$ cat src/rtl/data_path.sv
// 8-bit register/bus datapath: IR, MAR, PC, A, B and CCR around two bus muxes
// and an ALU. Every register is loaded from BUS2 under control-unit strobes.
module data_path (
    input  logic       clk,
    input  logic       rst,
    input  logic       IR_Load_i,
    input  logic       MAR_Load_i,
    input  logic       PC_Load_i,
    input  logic       PC_Inc_i,
    input  logic       A_Load_i,
    input  logic       B_Load_i,
    input  logic       CCR_Load_i,
    input  logic [2:0] ALU_Sel_i,
    input  logic [1:0] BUS1_Sel_i,
    input  logic [1:0] BUS2_Sel_i,
    input  logic [7:0] from_memory_i,
    output logic [7:0] IR_o,
    output logic [3:0] CCR_Result_o,
    output logic [7:0] address_o,
    output logic [7:0] to_memory_o
);

    typedef enum logic [2:0] {
        ALU_ADD  = 3'b000,
        ALU_SUB  = 3'b001,
        ALU_AND  = 3'b010,
        ALU_OR   = 3'b011,
        ALU_INC  = 3'b100,
        ALU_DEC  = 3'b101,
        ALU_PASS = 3'b110,
        ALU_PSX  = 3'b111
    } alu_op_e;

    logic [7:0] ir_q,  ir_d;
    logic [7:0] mar_q, mar_d;
    logic [7:0] pc_q,  pc_d;
    logic [7:0] a_q,   a_d;
    logic [7:0] b_q,   b_d;
    logic [3:0] ccr_q, ccr_d;

    logic [7:0] bus1;
    logic [7:0] bus2;
    logic [7:0] opY;
    logic [8:0] addRes;
    logic [8:0] subRes;
    logic [7:0] aluResult;
    logic       flagV;
    logic       flagC;
    logic [3:0] aluFlags;
    alu_op_e    aluOp;

    assign aluOp = alu_op_e'(ALU_Sel_i);

    always_comb begin
        bus1 = 8'h00;
        unique case (BUS1_Sel_i)
            2'b00:   bus1 = pc_q;
            2'b01:   bus1 = a_q;
            2'b10:   bus1 = b_q;
            default: bus1 = 8'h00;
        endcase
    end

    // inc/dec reuse the add/sub datapath with a constant 1 as the second operand
    assign opY    = (aluOp == ALU_INC || aluOp == ALU_DEC) ? 8'h01 : b_q;
    assign addRes = {1'b0, bus1} + {1'b0, opY};
    assign subRes = {1'b0, bus1} - {1'b0, opY};

    always_comb begin
        aluResult = bus1;
        flagV     = 1'b0;
        flagC     = 1'b0;
        unique case (aluOp)
            ALU_ADD, ALU_INC: begin
                aluResult = addRes[7:0];
                flagC     = addRes[8];
                flagV     = (bus1[7] == opY[7]) && (addRes[7] != bus1[7]);
            end
            ALU_SUB, ALU_DEC: begin
                aluResult = subRes[7:0];
                flagC     = subRes[8];
                flagV     = (bus1[7] != opY[7]) && (subRes[7] != bus1[7]);
            end
            ALU_AND: aluResult = bus1 & b_q;
            ALU_OR:  aluResult = bus1 | b_q;
            default: aluResult = bus1;
        endcase
    end

    assign aluFlags = {aluResult[7], (aluResult == 8'h00), flagV, flagC};

    always_comb begin
        bus2 = 8'h00;
        unique case (BUS2_Sel_i)
            2'b00:   bus2 = aluResult;
            2'b01:   bus2 = bus1;
            2'b10:   bus2 = from_memory_i;
            default: bus2 = 8'h00;
        endcase
    end

    // PC_Load takes priority over PC_Inc
    always_comb begin
        ir_d  = IR_Load_i  ? bus2 : ir_q;
        mar_d = MAR_Load_i ? bus2 : mar_q;
        a_d   = A_Load_i   ? bus2 : a_q;
        b_d   = B_Load_i   ? bus2 : b_q;
        ccr_d = CCR_Load_i ? aluFlags : ccr_q;
        pc_d  = pc_q;
        if (PC_Load_i) begin
            pc_d = bus2;
        end else if (PC_Inc_i) begin
            pc_d = pc_q + 8'h01;
        end
    end

    always_ff @(posedge clk) begin
        if (rst) begin
            ir_q  <= 8'h00;
            mar_q <= 8'h00;
            pc_q  <= 8'h00;
            a_q   <= 8'h00;
            b_q   <= 8'h00;
            ccr_q <= 4'h0;
        end else begin
            ir_q  <= ir_d;
            mar_q <= mar_d;
            pc_q  <= pc_d;
            a_q   <= a_d;
            b_q   <= b_d;
            ccr_q <= ccr_d;
        end
    end

    assign IR_o         = ir_q;
    assign CCR_Result_o = ccr_q;
    assign address_o    = mar_q;
    assign to_memory_o  = bus1;

endmodule

$ cat config.mk
export PLATFORM = sky130hd
export DESIGN_NAME = data_path
export DESIGN_NICKNAME = d
export VERILOG_FILES = /design/src/rtl/data_path.sv
export SDC_FILE = /design/constraint.sdc
export NUM_CORES = 1
export LEC_CHECK = 0
export ABC_AREA = 1
export CAP_MARGIN = 10
export CORE_ASPECT_RATIO = 0.6
export CORE_UTILIZATION = 60
export DETAILED_ROUTE_END_ITERATION = 10
export HOLD_SLACK_MARGIN = 0.1
export PLACE_DENSITY = 0.84
export RECOVER_POWER = 100
export SYNTH_ARGS = -nofsm -noshare
export SYNTH_HDL_FRONTEND = slang
export SYNTH_SLANG_ARGS = --single-unit
$ cat constraint.sdc
create_clock -name clk -period 6.3 [get_ports clk]
set_clock_uncertainty 0.2 [all_clocks]
set_input_delay 1.89 -clock clk [delete_from_list [all_inputs] [get_ports clk]]
set_output_delay 1.89 -clock clk [all_outputs]
set_load 0.03 [all_outputs]
# After elaboration in Yosys (flattened, before gate mapping)
# Cells that the tools add are included.
# word_totals
reg_bits	44
in_bits	24
output_inout_bits	28
word_cells	42
# op_classes
add_sub_neg	3
n_eq_ne	13
n_mux	8
bitwise_logic	2
n_reduce_logical	10
# op_table
operator	count
case mux 8 bit (3 select lines)	2
case mux 8 bit (4 select lines)	1
two-way mux 8 bit	3
adder 8 x 8 -> 9 bit	1
subtractor 8 x 8 -> 9 bit	1
adder 8 x 1 -> 8 bit (second input constant)	1
AND 8 bit	1
zero test 8 bit	1
bitwise OR 8 bit	1
== test 3 x 2 -> 1 bit (second input constant)	2
== test 3 bit (second input constant)	2
== test 2 x 1 -> 1 bit (second input constant)	2
== test 2 bit (second input constant)	2
zero test 2 bit	2
case mux 1 bit (2 select lines)	2
OR reduction 2 bit	2
== test 3 x 1 -> 1 bit (second input constant)	1
zero test 3 bit	1
inequality test 1 bit	3
logical AND 1 bit	2
nonzero test 2 bit	1
== test 1 bit	1
logical OR 1 bit	1

# Logic depth before layout (Yosys ltp)
# Gate-level depths: netlist (run 1).
# logic_depth
depth_word	7
ltp_mapped	21
ltp_nobuf	21

# Worst setup path before layout (run 1)
# Ideal clock, no wire load.
# synth_timing
path_kind	input -> output
start	input BUS1_Sel_i[1]
end	output to_memory_o[7]
arrival_ns	2.608
required_time_ns	4.210
path_slack_ns	1.602
path_stages	3
path_buffers	0
cell_sequence	inv_2 -> nand2_2 -> o211ai_2
# synth_via
elab_chain_len	2
word_cells_on_any_way	4
classes_between	eq/ne: 2; mux: 1; reduce/logical: 1
# synth_rtl
element	line	source
start: declaration	14	input logic [1:0] BUS1_Sel_i,
== test 2 bit, or another cell as far along	56	unique case (BUS1_Sel_i)
case mux 8 bit (3 select lines) *	56	
end: declaration	20	output logic [7:0] to_memory_o
# Every way passes the cells marked *; elsewhere a longest branch is shown, timed or not.

# Worst setup path after layout (run 1)
# layout_timing
start	input BUS1_Sel_i[1]
end	output to_memory_o[6]
# The elaborated chain is that of the path after synthesis.

==> out/metrics.yaml, run 1 <==
seqPwrFrac: 0.383
cts_hold_buf: 0
syn_nets: 568
p_clk_frac: 0.278
h-tree-depth: 2
antenna_cells: 0
max-clock-path-buffers: 2
worstPathRequired_ns: 4.21
cpMaxStageDelayCell: "dlygate4sd3_1"
layout.nets: 618
p_comb_frac: 0.339
synth_cells: 524
p_leak_nw: 2.26
cts_tree: "done"
avgSynthCellArea_um2: 6.77
port_buffers: 51
post-route-util: 0.743
status: "finished, final reports clean"
place_congestion: 0.918
die-area_um2: 6230
grt_max_degree: 24
ys_types: 43
die_width_um: 101
yosysSeqAreaShare: 0.248
cp_cell_sequence: "dlygate4sd3_1 > inv_2 > nor2_2 > nand2_1 > o211ai_2 > clkdlybuf4s50_1"
post_cts_resized: 0
ant_nets: 0
post-place-cells: 647
routedWlPerCell_um: 16.1
grt_pass1_vias: 3217
synth-edff-count: 0
cp_num_buf_inv: 3
grt_first_pass_wirelength_um: 16300
fillers: 477
slew_headroom: 0.430
synth_top_flop_cell: "dfxtp_1"
critPathTopFamily: "buffers and inverters"
power_w: 0.000826
cellInternalPower_w: 0.000525
first_pass_iters: 5
fin_crit_sh: 0.980
switching_power_w: 0.000301
area_growth_pct: 17.9
tightest_slew_ns: 0.847
startpoint_type: "primary input"
grt-ovfl-total: 0
cp.arrival_ns: 4.08
netlist_area_um2: 3550
dp_hpwl_um: 8370
numCtsBuffers: 5
rsz0062_at_grt: "false"
powerDensity_nw_per_um2: 198
cts_num_sinks: 44
fp-row-count: 21
vias: 3762
hold_viol_final: 0
fin_crit_ns: 6.17
fin_tns_setup_ns: 0
synth_seq_cells: 44
yosysWarnings: 0
async_reset_ff_frac: 0
cts_root_buf: "clkbuf_8"
endpoint_kind: "output pin"
die_h_um: 61.5
wl_um: 10500
cap_violations: 0
antenna_found_initial: 1
drt_iter0_markers: 354
swShare: 0.364
ir_worst_vdd_mv: 0.136
grt_use_total: 0.352
max_freq_mhz: 162
post_cts_buffers: 0
start_util: 0.631
holdWs_ns: 0.302
hold_class: "flop to flop"
clk_latency_ns: 0.30
vias_per_cell: 5.74
setup_viol: 0
critPathMaxStageDelay_ns: 0.75
critPathMaxFanout: 7
coreArea_um2: 5620
slew_violations: 0
drcViolationCount: 0
instances_no_fill: 655
ios: 52
path_clk_slew_ns: 0.08
drive_gt1_frac: 0.110
path_class: "primary input to output pin"
[area by class of cell]
class / count / area [um2] / area share
Sequential cell: 44 / 881 / 0.211
Clock buffer: 6 / 82.6 / 0.0198
Clock inverter: 2 / 38.8 / 0.00928
Tap cell: 80 / 100 / 0.0240
Timing Repair Buffer: 53 / 526 / 0.126
Multi-Input combinational cell: 373 / 2190 / 0.523
Inverter: 97 / 364 / 0.0871
[worst min-delay path: stages (launching register included)]
cell	delay [ns]
dfxtp_1	0.33
nand2_1	0.08
a21oi_2	0.05
[routing by layer]
| layer | global-route usage | share of wire | vias up |
|---|---|---|---|
| met5 | 0 | 0.0012 | - |
| li1 | - | - | 1814 |
| met4 | 0.0497 | 0.0035 | 2 |
| met1 | 0.541 | 0.49 | 1712 |
| met2 | 0.520 | 0.40 | 225 |
| met3 | 0.0590 | 0.10 | 9 |
[power by group through the flow]
stage / Combinational [W] / Clock (W) / Sequential [W]
after floorplan: 0.000181 / 0 / 0.000334
after global placement: 0.000281 / 0 / 0.000322
after detailed placement: 0.000286 / 0 / 0.000322
after CTS: 0.000289 / 0.000231 / 0.000316
after global routing: 0.000309 / 0.000245 / 0.000318
final: 0.000280 / 0.000229 / 0.000316
[cell usage after synthesis, types with 3 or more instances]
library cell	instances	area share
xor2_1	7	0.017
a21oi_2	3	0.0074
o21ai_2	3	0.0074
inv_2	6	0.0064
o21ai_0	20	0.028
nand2_1	77	0.082
nand2_2	17	0.030
nand3_4	5	0.025
clkbuf_1	5	0.0053
ha_1	18	0.064
a21oi_1	32	0.045
nor2_1	62	0.066
nand3_2	13	0.037
nand2_4	4	0.013
o211ai_1	8	0.017
a31oi_1	3	0.0053
dfxtp_1	44	0.25
buf_2	3	0.0042
o21ai_1	17	0.024
inv_1	90	0.095
nand4_1	10	0.018
o211ai_2	4	0.014
nand3_1	40	0.056
a22oi_1	8	0.017
[worst paths after layout]
kind                            cells after the start              end  slack, ns       startpoint
worst min-delay path                                2  CCR_Result_o[2]       0.30  CCR_Result_o[2]
worst max register to register                     13          pc_q[3]       2.76          pc_q[2]
worst min register to register                      2  CCR_Result_o[2]       0.30  CCR_Result_o[2]
worst max-delay path                                6   to_memory_o[6]       0.13    BUS1_Sel_i[1]
[sequential cells by signal, indices dropped and copies added, names as in the netlist]
register and count:
b_q 8, pc_q 8, IR_o 8, address_o 8
CCR_Result_o 4, a_q 8
[cell usage in the layout, fill, tap and decap left out, types with 2 or more instances in the layout]
cell             Yosys  final
a21oi_1             32     33
a21oi_2              3      2
a22oi_1              8      8
a31oi_1              3      3
buf_4                0      2
clkbuf_8             1      6
clkdlybuf4s50_1      0     26
dfxtp_1             44     44
dlygate4sd3_1        1     25
fa_1                 2      2
ha_1                18     18
inv_1               90     90
inv_2                6      6
nand2_1             77     82
nand2_2             17     13
nand2_4              4      3
nand3_1             40     42
nand3_2             13     11
nand3_4              5      5
nand4_1             10     10
nor2_1              62     62
nor2_2               2      2
nor2_4               2      2
nor3_1               2      3
o211ai_1             8      8
o211ai_2             4      4
o21ai_0             20     34
o21ai_1             17      4
o21ai_2              3      2
o22ai_1              2      2
o31ai_1              1      2
xor2_1               7      7
[logic make-up (layout without fill, tap and decap cells)]
group / count (synthesis) / in the layout / share of synthesized area
XOR/XNOR: 7 / 7 / 0.0173
adder cells (fa/ha/maj): 20 / 20 / 0.0748
buffers and inverters: 107 / 158 / 0.119
flip-flops: 44 / 44 / 0.248
AND/OR/NAND/NOR: 240 / 240 / 0.354
AO/OA/AOI/OAI: 106 / 106 / 0.187
[stage by stage]
step | setup slack (ns) | instance area [um2]
detailed placement | 0.262 | 4110
CTS | 0.247 | 4240
finish | 0.126 | 4180
floorplan | 1.60 | 3550
global placement | 0.328 | 4110
global route | 0.0731 | 4180
Power figures use the tool's default switching activity.
==> inputs of run 2 (changes only) <==
Settings changed: CORE_MARGIN set to 1, CORE_UTILIZATION 60 to 50, PLACE_DENSITY 0.84 to 0.74.
Clock period 6.3 ns to 5.65 ns, I/O delays scaled along.
==> out/metrics.yaml, run 2 (synthesis results as in run 1) <==
powerDensity_nw_per_um2: 237  # was 198 nW/um2
coreArea_um2: 6760  # was 5620 um2
clk_latency_ns: 0.29  # was 0.30 ns
grt_pass1_vias: 3288  # was 3217
numCtsBuffers: 5  # unchanged
max_freq_mhz: 180
routedWlPerCell_um: 16.1  # about the same
vias_per_cell: 5.58  # was 5.74
antenna_cells: 0  # unchanged
cts_tree: "done"  # unchanged
first_pass_iters: 5  # unchanged
max-clock-path-buffers: 2  # unchanged
grt-ovfl-total: 0  # unchanged
cts_hold_buf: 0  # unchanged
ir_worst_vdd_mv: 0.138  # was 0.136 mV
port_buffers: 51  # unchanged
slew_headroom: 0.411  # was 0.430
pre_cts_ws_ns: 0.148  # was 0.262 ns
die-area_um2: 7440  # was 6230 um2
rr_worst_depth: 14  # was 13
setup_viol: 0  # unchanged
min_path_cells: 2  # unchanged
slew_violations: 0  # unchanged
p_leak_nw: 2.29  # was 2.26 nW
worstPathRequired_ns: 3.75  # was 4.21 ns
ios: 52  # unchanged
critPathMaxStageDelay_ns: 0.75  # about the same
wl_um: 10700  # was 10500 um
place_congestion: 0.924  # was 0.918
fin_ws_ns: 0.102  # was 0.126 ns
drive_gt1_frac: 0.114  # was 0.110
grt_max_degree: 23  # was 24
critPathMaxFanout: 8  # was 7
seqPwrFrac: 0.348  # was 0.383
grt_first_pass_wirelength_um: 16900  # was 16300 um
tightest_slew_ns: 0.880  # was 0.847 ns
drt_iter0_markers: 321  # was 354
post-route-util: 0.630  # was 0.743
dp_hpwl_um: 8530  # was 8370 um
start_util: 0.524  # was 0.631
fin_crit_ns: 5.55
post_cts_buffers: 0  # unchanged
die_h_um: 67.2  # was 61.5 um
path_clk_slew_ns: 0.06  # was 0.08 ns
cp.arrival_ns: 3.65  # was 4.08 ns
die_width_um: 111  # was 101 um
cts_root_buf: "clkbuf_16"  # was clkbuf_8
cpMaxStageDelayCell: "dlygate4sd3_1"  # unchanged
critPathTopFamily: "buffers and inverters"  # unchanged
mostFrequentLayoutCell: "inv_1"  # unchanged
antenna_found_initial: 0  # was 1
swShare: 0.353  # was 0.364
cp.depth: 5  # was 6
path_class: "primary input to output pin"  # unchanged
ant_nets: 0  # unchanged
layout.nets: 622  # was 618
drcViolationCount: 0  # unchanged
p_comb_frac: 0.313  # was 0.339
cp_cell_sequence: "clkdlybuf4s50_1 > nor2_4 > nand2_2 > nand3_4 > dlygate4sd3_1"  # was dlygate4sd3_1 > inv_2 > nor2_2 > nand2_1 > o211ai_2 > clkdlybuf4s50_1
endpoint_kind: "output pin"  # unchanged
hold_class: "flop to flop"  # unchanged
p_clk_frac: 0.338  # was 0.278
area_growth_pct: 20.1  # was 17.9%
vias: 3716  # was 3762
instances_no_fill: 666  # was 655
post_cts_resized: 0  # unchanged
cellInternalPower_w: 0.000655  # was 0.000525 W
hold_viol_final: 0  # unchanged
grt_use_total: 0.292  # was 0.352
cts_num_sinks: 44  # unchanged
post-place-cells: 658  # was 647
rsz0062_at_grt: "false"  # unchanged
startpoint_type: "primary input"  # unchanged
fp-row-count: 23  # was 21
fin_crit_sh: 0.982
h-tree-depth: 2  # unchanged
fin_tns_setup_ns: 0  # unchanged
layout_common_cells: "inv_1, nand2_1, nor2_1"  # unchanged
switching_power_w: 0.000357  # was 0.000301 W
cap_violations: 0  # unchanged
status: "finished, final reports clean"  # unchanged
cp_num_buf_inv: 2  # was 3
-- run 2: path summary, 6_finish.rpt --
check	startpoint	to	slack [ns]
hold reg to reg	CCR_Result_o[1]	CCR_Result_o[1]	0.27
setup / recovery	BUS1_Sel_i[0]	to_memory_o[4]	0.10
setup reg to reg	pc_q[2]	pc_q[3]	2.46
hold / removal	CCR_Result_o[1]	CCR_Result_o[1]	0.27
-- run 2: through the flow --
stage / hold WS (ns) / cell area [um2] / power, W
floorplan: 0.269 / 3550 / 0.000575
global placement: 0.260 / 4150 / 0.000676
detailed placement: 0.260 / 4150 / 0.000681
CTS: 0.271 / 4320 / 0.00102
global route: 0.304 / 4260 / 0.00106
finish: 0.268 / 4260 / 0.00101
-- run 2: tightest hold or removal path, cell delays in order (launching register included) --
cell and delay [ns]:
dfxtp_1 0.31, nand2_1 0.06, a21oi_1 0.05
-- run 2: area by class of cell --
| class | count | area, um2 |
|---|---|---|
| clock inverters | 3 | 46.3 |
| clock buffers | 5 | 125 |
| well taps | 87 | 109 |
| repair buffers | 57 | 546 |
| fillers | 616 | 2500 |
| inverters | 97 | 364 |
| flip-flops and latches | 44 | 881 |
| multi-input cells | 373 | 2190 |
-- run 2: routing by layer --
| layer | global-route usage | routed length [um] | vias up |
|---|---|---|---|
| li1 | - | - | 1820 |
| met1 | 0.447 | 5380 | 1686 |
| met2 | 0.427 | 4120 | 193 |
| met3 | 0.0503 | 1080 | 17 |
| met4 | 0.0517 | 130 | 0 |
| met5 | 0 | 0 | - |
-- run 2: power groups by stage --
stage / clock, W / sequential, W / combinational [W]
6_report: 0.000342 / 0.000352 / 0.000317
5_1_grt: 0.000357 / 0.000355 / 0.000348
4_1_cts: 0.000346 / 0.000352 / 0.000325
3_5_place_dp: 0 / 0.000359 / 0.000323
3_3_place_gp: 0 / 0.000359 / 0.000317
2_1_floorplan: 0 / 0.000373 / 0.000202
==> inputs of run 3 (changes only) <==
Settings changed: SKIP_CTS_REPAIR_TIMING set to 1.
==> results of run 3 <==
The final DEF is identical to that of run 2; final timing and power are the same.
